--- config.mk ---
export PLATFORM = sky130hd
export DESIGN_NAME = deserializer
export DESIGN_NICKNAME = d
export VERILOG_FILES = /design/src/rtl/deserializer.sv
export SDC_FILE = /design/constraint.sdc
export NUM_CORES = 1
export LEC_CHECK = 0
export CORE_AREA = 2 2 57 59
export CTS_BUF_LIST = sky130_fd_sc_hd__clkbuf_2 sky130_fd_sc_hd__clkbuf_4 sky130_fd_sc_hd__clkbuf_8
export CTS_CLUSTER_DIAMETER = 80
export DETAILED_ROUTE_END_ITERATION = 10
export DIE_AREA = 0 0 59 61
export PLACE_DENSITY = 0.65
export SYNTH_ARGS = -nofsm -noshare
export SYNTH_HDL_FRONTEND = slang
export SYNTH_SLANG_ARGS = --single-unit
--- constraint.sdc ---
create_clock -name clk -period 2.7 [get_ports clk]
set_clock_uncertainty 0.2 [all_clocks]
set_input_delay 0.405 -clock clk [delete_from_list [all_inputs] [get_ports clk]]
set_output_delay 0.405 -clock clk [all_outputs]
set_load 0.005 [all_outputs]
--- src/rtl/deserializer.sv ---
// Serial-to-parallel converter: assembles N-bit words from a strobed bit
// stream aligned by a word-start sync, and presents each completed word on a
// one-entry valid/ready output register with sticky overflow and a
// single-cycle frame error pulse.
module deserializer #(
    parameter int N         = 8,
    parameter bit MSB_FIRST = 1'b0
) (
    input  logic         clk,
    input  logic         reset,
    input  logic         bit_en,
    input  logic         in,
    input  logic         sync,
    output logic [N-1:0] out,
    output logic         out_valid,
    input  logic         out_ready,
    output logic         overflow,
    output logic         frame_err
);

    localparam int CW = (N > 1) ? $clog2(N) : 1;
    localparam logic [CW-1:0] LAST = CW'(N - 1);

    typedef enum logic {
        HUNT,
        SHIFT
    } state_t;

    state_t          state;
    logic [CW-1:0]   count;
    logic [N-1:0]    shift;

    logic            take;
    logic            start;
    logic            complete;
    logic            misalign;
    logic [CW-1:0]   slot;
    logic [CW-1:0]   pos;
    logic [N-1:0]    word;

    // Decide whether this bit is taken, where it lands, and the resulting word.
    // A word start (HUNT sync, any sync, or aligned count 0) clears the
    // partially assembled contents so a resync never leaks stale bits.
    always_comb begin
        take     = bit_en && ((state == SHIFT) || sync);
        start    = (state == HUNT) || sync || (count == '0);
        slot     = start ? '0 : count;
        pos      = MSB_FIRST ? (LAST - slot) : slot;
        word     = start ? '0 : shift;
        word[pos] = in;
        complete = take && (slot == LAST);
        misalign = bit_en && (state == SHIFT) && sync && (count != '0);
    end

    // Bit assembly FSM plus the output holding register and status flags.
    always_ff @(posedge clk or negedge reset) begin
        if (!reset) begin
            state     <= HUNT;
            count     <= '0;
            shift     <= '0;
            out       <= '0;
            out_valid <= 1'b0;
            overflow  <= 1'b0;
            frame_err <= 1'b0;
        end else begin
            frame_err <= misalign;
            if (take) begin
                state <= SHIFT;
                shift <= word;
                count <= (slot == LAST) ? '0 : slot + CW'(1);
            end
            if (complete) begin
                if (!out_valid || out_ready) begin
                    out       <= word;
                    out_valid <= 1'b1;
                end else begin
                    overflow <= 1'b1;
                end
            end else if (out_valid && out_ready) begin
                out_valid <= 1'b0;
            end
        end
    end

endmodule

## Yosys cells after proc, flatten, opt, wreduce, memory -nomap -nowiden

Cells that the tools add are included.

- $add $sub $neg: 1
- Multipliers: 0
- Div/mod/pow operators: 0
- Order comparisons: 2
- Equality and inequality tests: 2
- Shift-type cells: 0
- Mux-type cells: 9
- Bitwise logic cells: 2
- Reductions and logical operators: 18

Operators with widths:

| cell | count |
|---|---|
| $bwmux W8 | 1 |
| $mux W8 | 1 |
| $logic_and A1 B1 Y1 | 7 |
| $mux W3 | 2 |
| $reduce_and A2 Y1 | 3 |
| $logic_or A1 B1 Y1 | 4 |
| $lt A3 B4 Y1 const B | 1 |
| $mux W1 | 4 |
| $add A3 B1 Y3 const B | 1 |
| $demux W1 S3 | 1 |
| $eq A3 B3 Y1 const B | 1 |
| $ge A3 B1 Y1 const B | 1 |
| $logic_not A3 Y1 | 1 |
| $reduce_bool A3 Y1 | 1 |
| $ne A2 B1 Y1 const B | 1 |
| $not A1 Y1 | 2 |
| $reduce_bool A2 Y1 | 1 |
| $logic_not A1 Y1 | 1 |

- Register bits: 23
- Latch bits: 0
- Bits in writable memories: 0
- ROM bits: 0
- Input bits: 6
- Output and inout port bits: 11
- Logic and storage cells: 41
- Memories kept: 0

## Depth between registers and ports, before layout

- Depth in word-level cells: 9
- Gate-level depth with buffers: 7
- Depth with buffers taken out: 4

## Worst setup path before layout

Ideal clock, no wire load.

- Path kind: input port to flip-flop
- From: input port sync
- To: register out[2]
- Setup time: 125 ps
- Arrival: 1755 ps
- Data required time: 2375 ps
- Slack: 620 ps
- Stages on the path: 7
- Buffers on the path: 3
- Cells stage by stage: buf_6 > and3b_2 > ha_1 > clkbuf_1 > and3_4 > buf_6 > mux2_4

- Cells in the longest elaborated chain, start to end: 8
- Elaborated cells on any way between the ends: 15
- Classes of those cells: order compare: 2; eq/ne: 1; mux: 5; reduce/logical: 7

RTL lines:

| item | line | RTL |
|---|---|---|
| from (decl) | 13 | `input logic sync,` |
| $logic_or A1 B1 Y1 (2 in series) | 46 | `start = (state == HUNT) \|\| sync \|\| (count == '0);` |
| $mux W3 | 47 | `slot = start ? '0 : count;` |
| $lt A3 B4 Y1 (not written as such) / $ge A3 B1 Y1 (equally long branches) | 50 | `word[pos] = in;` |
| $logic_and A1 B1 Y1 (not written as such) | 50 |  |
| $mux W1 (not written as such) | 50 |  |
| $demux W1 S3 | 50 |  |
| $bwmux W8 | 50 |  |
| to (signal assigned) | 74 | `out <= word;` |
| to (decl) | 14 | `output logic [N-1:0] out,` |

Several ways; a longest one is shown, not always the timed one.
A chain may end at the register's enable or synchronous reset.

## Worst setup path in the final report

- From: input port sync
- To: register out[4]

The elaborated chain is that of the path after synthesis.

==> reports/metrics.cfg <==
[sta]
fmax_mhz=490.2
grt_setup_unrepaired=no
drv_slew=0
period_share_pct=75.55
hold_viol=0
fin_crit_ns=2.040
worstMarginPinSlew_ns=0.8658
setup_viol=0
tns_ns=0
max-slew-margin-rel_pct=41.89

[grt]
met2_usage_pct=26.35
grt_use_met1_pct=21.74
antenna_found_initial=0
grt_max_degree=24
grt_pass1_vias=937
use_met3_pct=2.132
track_usage_pct=16.43
grt_pass1_wl_mm=4.367
gr-total-overflow=0
top_usage_layer=met2

[route]
wirelength_mm=2.556
drcViolationCount=0
via_per_inst=5.946
wl_per_cell_um=15.21
drt-pass1-iter-count=4
initialDrtViolationCount=24
vias=999
drtAntennaViolNets=0

[pwr]
power.leakage_nw=0.6144
ir_drop_v=0.0002476
swShare_pct=31.20
power.total_mw=0.8663
p_sw_mw=0.2703
power_density_nw_per_um2=601.0
clock_power_share_pct=19.1
comb_power_share_pct=29.6
p_seq_share_pct=51.2
internal_power_mw=0.5960

[layout]
final_common_cell=dfrtp_1
drive_above_1_share_pct=13.33
fill_cells=279
area_growth_pct=11.41
layout_common_cells=23 x dfrtp_1, 16 x clkdlybuf4s50_1, 12 x nand2_1
nNetsFinal=143
n_antenna_cell=0

[clock_tree]
clkSlewWorstSetupHoldPaths_ns=0.13
clk_path_buf_depth=2
cts_setup_buffers=0
cts_tree=yes
insertion_delay_ns=0.32
cts_repair_resize_count=0
cts_root_buffer=clkbuf_4
cts_made_buffers=3
postCtsHoldBufs=0
cts.sinks=23
h-tree-depth=1

[yosys]
avgSynthCellArea_um2=10.27
netlist_area_um2=1294
synth_top_area_cell=dfrtp_1
syn_inst=126
ys_ff_latch=23
synth_top_cell_area_share_pct=44.49
ys_seq_area_share_pct=44.49
synthTopCellsByArea=dfrtp_1 44%, a31oi_1 4.8%, o211ai_1 4.1%, buf_6 3.5%, mux2_4 3.5%
synth_cell_types=41
synth.net_count=133
yosysWarningCount=0

[worst_setup_path]
crit_path_max_fanout=11
crit_chain=clkdlybuf4s50_1 -> and4b_1 -> ha_1 -> and3_4 -> mux2_4
r2r_setup_slack_ns=0.66
critPathArrivalTime_ns=2.06
critical_path_class=input pin to flip-flop
cp-end-kind=flip-flop
worst_path_max_delay_cell=clkdlybuf4s50_1
required_ns=2.72
critPathMaxStageDelay_ns=0.58
worstSetupStartpointType=input pin

[die]
initial_utilization_pct=43.81
fp.dieH_um=61
dieArea_um2=3599
core_area_um2=2953
die_width_um=59
row_count=20
io_pins=17

[place]
dp_hpwl_mm=1.711
gp_congestion=0.8073
portBuffers=16

[hold_path]
holdCritPathClass=input pin to asynchronous set/reset pin

[run_status]
status=complete, no violations

[run]
cap_violations=0

-- sequential cells by signal, indices dropped and copies added (netlist names) --
name	count
out	8
shift	8
count	3
frame_err	1
out_valid	1
overflow	1
state	1
-- through the flow --
| stage | std cells | hold WS (ns) | utilization, % | setup slack, ns | cell area (um^2) |
|---|---|---|---|---|---|
| after floorplan | 126 | -0.09059 | - | 0.6197 | 1294 |
| after CTS | 168 | 0.2263 | 48.81 | 0.6546 | 1441 |
| after global routing | 168 | 0.2304 | 48.81 | 0.5230 | 1441 |
| after detailed placement | 164 | 0.2634 | 47.88 | 0.3117 | 1414 |
| final | 168 | 0.2183 | 48.81 | 0.6602 | 1441 |
| after global placement | 164 | 0.2563 | 47.88 | 0.3569 | 1414 |
-- area by class of cell --
class,instances,area [um^2],share of cell area [%]
Timing Repair Buffer,20,190.2,13.19
Inverter,3,11.26,0.7813
Sequential cell,23,575.6,39.93
Clock inverter,1,5.005,0.3472
Tap cell,33,41.29,2.865
Multi-Input combinational cell,85,595.6,41.32
Clock buffer,3,22.52,1.563
-- per-layer routing --
layer,up-vias,share of wire (%)
li1,486,-
met4,0,2.2
met1,485,49
met2,23,45
met3,5,3.9
met5,-,0
-- synthesized netlist by cell type, drive strengths merged --
master    n
nand4bb   2
o22a      1
and4b     2
nand2b    2
ha        1
nand4b    1
xor2      3
a31oi    10
or3       1
and3b     1
a21o      2
o21a      2
inv       3
o211ai    7
nand2    12
nor3      2
nand3b    1
dfrtp    23
and2b     1
o21bai    1
buf      14
nor2      2
and3      1
o21ai     7
nand4     3
a31o      1
nand3     6
o31ai     2
a21oi     3
clkbuf    1
mux2      4
o22ai     2
o31a      1
nor3b     1
-- cells by family (layout without fill, tap and decap cells) --
family	after synthesis	after routing	share of synthesized area, %
xor gates and xnor gates	3	3	2.031
adders and majority gates	1	1	0.9670
buffers and inverters	18	27	9.477
and+or+nand+nor	38	38	17.99
DFF	23	23	44.49
AOI/OAI and AO/OA	39	39	20.70
muxes	4	4	4.352
-- worst max-delay path: cells and delay by family --
kind	cells	cell delay [ns]
buffers and inverters	1	0.58
adders and majority gates	1	0.17
and+or+nand+nor	2	0.60
muxes	1	0.31
-- final timing paths --
check                                startpoint              endpoint  depth (start not counted)
max                                        sync    out[4]$_DFFE_PN0P_                          5
min                                       reset  shift[0]$_DFFE_PN0P_                          2
max reg2reg                count[1]$_DFFE_PN0P_    out[4]$_DFFE_PN0P_                          4
min reg2reg                overflow$_DFFE_PN0P_  overflow$_DFFE_PN0P_                          1
max in group asynchronous                 reset  count[1]$_DFFE_PN0P_                          2
min in group clk           overflow$_DFFE_PN0P_  overflow$_DFFE_PN0P_                          1
-- power by group through the flow --
stage | clock (mW) | combinational (mW) | sequential [mW]
5_1_grt | 0.185 | 0.287 | 0.452
2_1_floorplan | 0 | 0.171 | 0.437
4_1_cts | 0.170 | 0.259 | 0.444
6_report | 0.166 | 0.257 | 0.444
3_3_place_gp | 0 | 0.254 | 0.449
3_5_place_dp | 0 | 0.258 | 0.451
(Power assumes the default switching activity.)
==> patch 1, RTL diff (same settings) <==
`N`: 8 -> 4.
--- a/src/rtl/deserializer.sv
+++ b/src/rtl/deserializer.sv
@@ -4,5 +4,5 @@
 // single-cycle frame error pulse.
 module deserializer #(
-    parameter int N         = 8,
+    parameter int N         = 4,
     parameter bit MSB_FIRST = 1'b0
 ) (
Ports: changed (resized out); port bits go from 17 to 13. No check against the original RTL was run, so the function may have changed too.
==> patch 1 against the original RTL <==
- power down 29%
- routed wire length down 49%
- worst setup slack worse by 0.0032 ns
- clock power down 8%
- sequential cell count down 9
- critical path depth unchanged
- cell area down 40%
- synthesized area down 48%
- highest routed layer is now met3
==> patch 1: results (changes against the original RTL) <==
- DRT Wirelength: 1310 um (was 2560 um)
- Area contributors post-synth: dfrtp_1, mux2_4, nand2_1 (was dfrtp_1, a31oi_1, o211ai_1)
- Fraction of layout cells with a size suffix above 1: 15.8% (was 13.3%)
- Largest regs: out (4), shift (4), count (2) (was out (8), shift (8), count (3))
- Port buffer count: 12 (was 16)
- Clk Latency, worst-skew pair: 0.28 ns (was 0.32 ns)
- Worst slew pin tran: 0.617 ns (was 0.866 ns)
- Sequential area share after synthesis: 52.0% (was 44.5%)
- Peak VDD IR: 331 uV (was 248 uV)
- DP Worst Slack: 0.368 ns (was 0.312 ns)
- Final GP Congestion: 0.802 (was 0.807)
- Count of nets after finishing: 84 (was 143)
- Initial DRC count: 15 (was 24)
- Largest net degree at the start of global routing: 15 (was 24)
- Status: complete, no violations (unchanged)
- Pleak: 0.356 nW (was 0.614 nW)
- FF-to-FF Start: count[0] (was count[1])
- FILL cells: 315 (was 279)
- Global-route wire length before repair: 2290 um (was 4370 um)
- Post-synth top cells: dfrtp_1, nand2_1, a31oi_1, nor2_1, o21ai_0 (was dfrtp_1, nand2_1, a31oi_1)
- Total GRT Usage: 8.67% (was 16.4%)
- Vias in the first global route: 447 (was 937)
- CP max FO: 7 (was 11)
- Via/cell ratio: 4.72 (was 5.95)
- Reg2reg setup slack: 0.89 ns (was 0.66 ns)
- FF-to-FF End: out[1] (was out[4])
- Synth unique cells: 27 (was 41)
- Post-synth net total: 68 (was 133)
-- patch 1: routing by layer --
layer | share of wire (%) | vias up | global-route usage, %
met5 | 0 | - | 0
met4 | 0 | 0 | 1.95
met3 | 8.4 | 0 | 4.05
met2 | 39 | 18 | 11.7
met1 | 52 | 242 | 12.5
li1 | - | 254 | -
-- patch 1: per-stage QoR --
step / total power, W / std cells / area (um2) / hold WS [ns] / utilization [%]
final: 0.000615 / 109 / 860 / 0.300 / 29.1
after global placement: 0.000466 / 105 / 823 / 0.262 / 27.9
after CTS: 0.000627 / 109 / 860 / 0.308 / 29.1
after detailed placement: 0.000470 / 105 / 823 / 0.284 / 27.9
after global routing: 0.000659 / 109 / 860 / 0.330 / 29.1
after floorplan: 0.000376 / 61 / 673 / -0.0906 / -
-- patch 1: critical path, stage by stage --
cell and delay (ns):
clkdlybuf4s50_1 0.56, and3b_1 0.27, ha_1 0.25, o41ai_1 0.37, mux2_4 0.20
-- patch 1: worst max-delay path by stage --
stage | from | to | slack, ns | cells after the start
2_1_floorplan | count[0] | out[1] | 1.01 | 5
4_1_cts | sync | out[1] | 0.67 | 5
5_1_grt | sync | out[1] | 0.56 | 5
6_report | sync | out[1] | 0.66 | 5
3_5_place_dp | sync | out[1] | 0.37 | 5
3_3_place_gp | sync | out[1] | 0.46 | 5
-- patch 1: final cells by class --
cell class,count,area (um2),area share (%)
sequential,14,350,40.8
multi-input combinational,45,308,35.8
timing repair buffer,12,120,14.0
tap,33,41.3,4.80
clock buffer,4,36.3,4.22
inverter,1,3.75,0.437
-- patch 1: report_power, final --
part / total [W] / leakage, nW / switching [W] / internal, W
Combinational: 0.000173 / 0.162 / 0.0000656 / 0.000108
Clock: 0.000152 / 0.0210 / 0.0000700 / 0.0000821
Sequential: 0.000290 / 0.173 / 0.0000345 / 0.000256
-- patch 1: logic make-up (layout without fill, tap and decap cells) --
logic type	count (synthesis)	after routing	synth area share, %
simple gates	21	21	17.5
buf+inv	2	17	2.23
flops	14	14	52.0
mux	4	4	7.81
compound gates	19	19	18.6
fa+ha+maj	1	1	1.86
==> patch 2, RTL diff (same flow settings) <==
Without the edit above. Remove the register `frame_err`: a continuous assignment takes its place, so the output `frame_err` follows one clock earlier.
--- a/src/rtl/deserializer.sv
+++ b/src/rtl/deserializer.sv
@@ -62,7 +62,5 @@
             out_valid <= 1'b0;
             overflow  <= 1'b0;
-            frame_err <= 1'b0;
         end else begin
-            frame_err <= misalign;
             if (take) begin
                 state <= SHIFT;
@@ -83,4 +81,6 @@
     end
 
+    assign frame_err = misalign;
+
 endmodule
 
Function: changed (a bounded check fails within 4 cycles, from zero or initial values and one cycle with reset low).
==> patch 2 against the original RTL <==
- non-clock buffer count is 3 higher
- highest routed layer unchanged
- synthesized area is 1.9% lower
- power is 3.3% lower
- sequential cell count is 1 lower
- routed wire length is 0.51% lower
- synthesized cell count is 0.79% lower
- worst setup slack worse by 0.36 ns
- cell area is 0.52% lower
- first-iteration DRC count is 42% lower
==> patch 2: results (changes against the original RTL) <==
- Count of nets after finishing: 145 (was 143)
- Pleak: 0.612 nW (was 0.614 nW)
- DRT Wirelength: 2540 um (was 2560 um)
- Worst slew pin tran: 0.462 ns (was 0.866 ns)
- Area contributors post-synth: dfrtp_1, a31oi_1, o211ai_1 (unchanged)
- Status: complete, no violations (unchanged)
- Mapped Cells: 125 (was 126)
- Peak VDD IR: 231 uV (was 248 uV)
- Vias: 966 (was 999)
- Clk Latency, worst-skew pair: 0.30 ns (was 0.32 ns)
- Global-route wire length before repair: 4510 um (was 4370 um)
- Placed cells: 166 (was 164)
- Wire per inst: 15.0 um (was 15.2 um)
- Met2 WL: 1150 um (about the same)
- Hpwl dp: 1840 um (was 1710 um)
- Met1 wire length: 1260 um (was 1240 um)
- Fraction of layout cells with a size suffix above 1: 14.7% (was 13.3%)
- Largest net degree at the start of global routing: 23 (was 24)
- Vias in the first global route: 957 (was 937)
- Initial DRC count: 14 (was 24)
- Post-synth top cells: dfrtp_1, nand2_1, a31oi_1 (unchanged)
- Routed wl met3: 91 um (was 100 um)
- Cell Area, Placed: 1410 um2 (about the same)
- Crit path DAT: 1.79 ns (was 2.06 ns)
- Final GP Congestion: 0.817 (was 0.807)
## patch 2: layout make-up
| type | count | area (um2) |
|---|---|---|
| Sequential cell | 22 | 551 |
| Inverter | 3 | 11.3 |
| Timing Repair Buffer | 23 | 213 |
| Multi-Input combinational cell | 85 | 596 |
| Clock buffer | 3 | 22.5 |
| Tap cell | 33 | 41.3 |
| Fill cell | 302 | 1520 |
## patch 2: worst max-delay path, stage by stage
cell and delay [ns]:
clkdlybuf4s50_1 0.67, nand3_1 0.11, nor2_1 0.10, clkdlybuf4s50_1 0.50
## patch 2: power breakdown
group          leakage [nW]  internal (W)  switching (W)  total [W]
Combinational         0.312      0.000147       0.000121   0.000268
Sequential            0.286      0.000384      0.0000383   0.000422
Clock                0.0138     0.0000521      0.0000957   0.000148
Total                 0.612      0.000583       0.000255   0.000838
## patch 2: final timing paths
check	endpoint	slack, ns	start
worst max-delay path	frame_err	0.30	sync
worst min-delay path	out_valid	0.23	reset
worst max register to register	out[4]	0.78	state
worst min register to register	overflow	0.28	overflow
max in group asynchronous	count[0]	1.84	reset
min in group clk	overflow	0.28	overflow
## patch 2: logic make-up (layout without fill, tap and decap cells)
family / count (synthesis) / after routing / share of synthesized area (%)
DFF: 22 / 22 / 43.4
xor gates and xnor gates: 3 / 3 / 2.07
muxes: 4 / 4 / 4.44
adders and majority gates: 1 / 1 / 0.986
and+or+nand+nor: 38 / 38 / 18.3
buffers and inverters: 18 / 29 / 9.66
AOI/OAI and AO/OA: 39 / 39 / 21.1
## patch 2: metal layers
| layer | vias to the layer above | track usage, % |
|---|---|---|
| li1 | 480 | - |
| met3 | 5 | 2.56 |
| met5 | - | 0 |
| met2 | 22 | 27.3 |
| met1 | 459 | 21.8 |
| met4 | 0 | 6.82 |
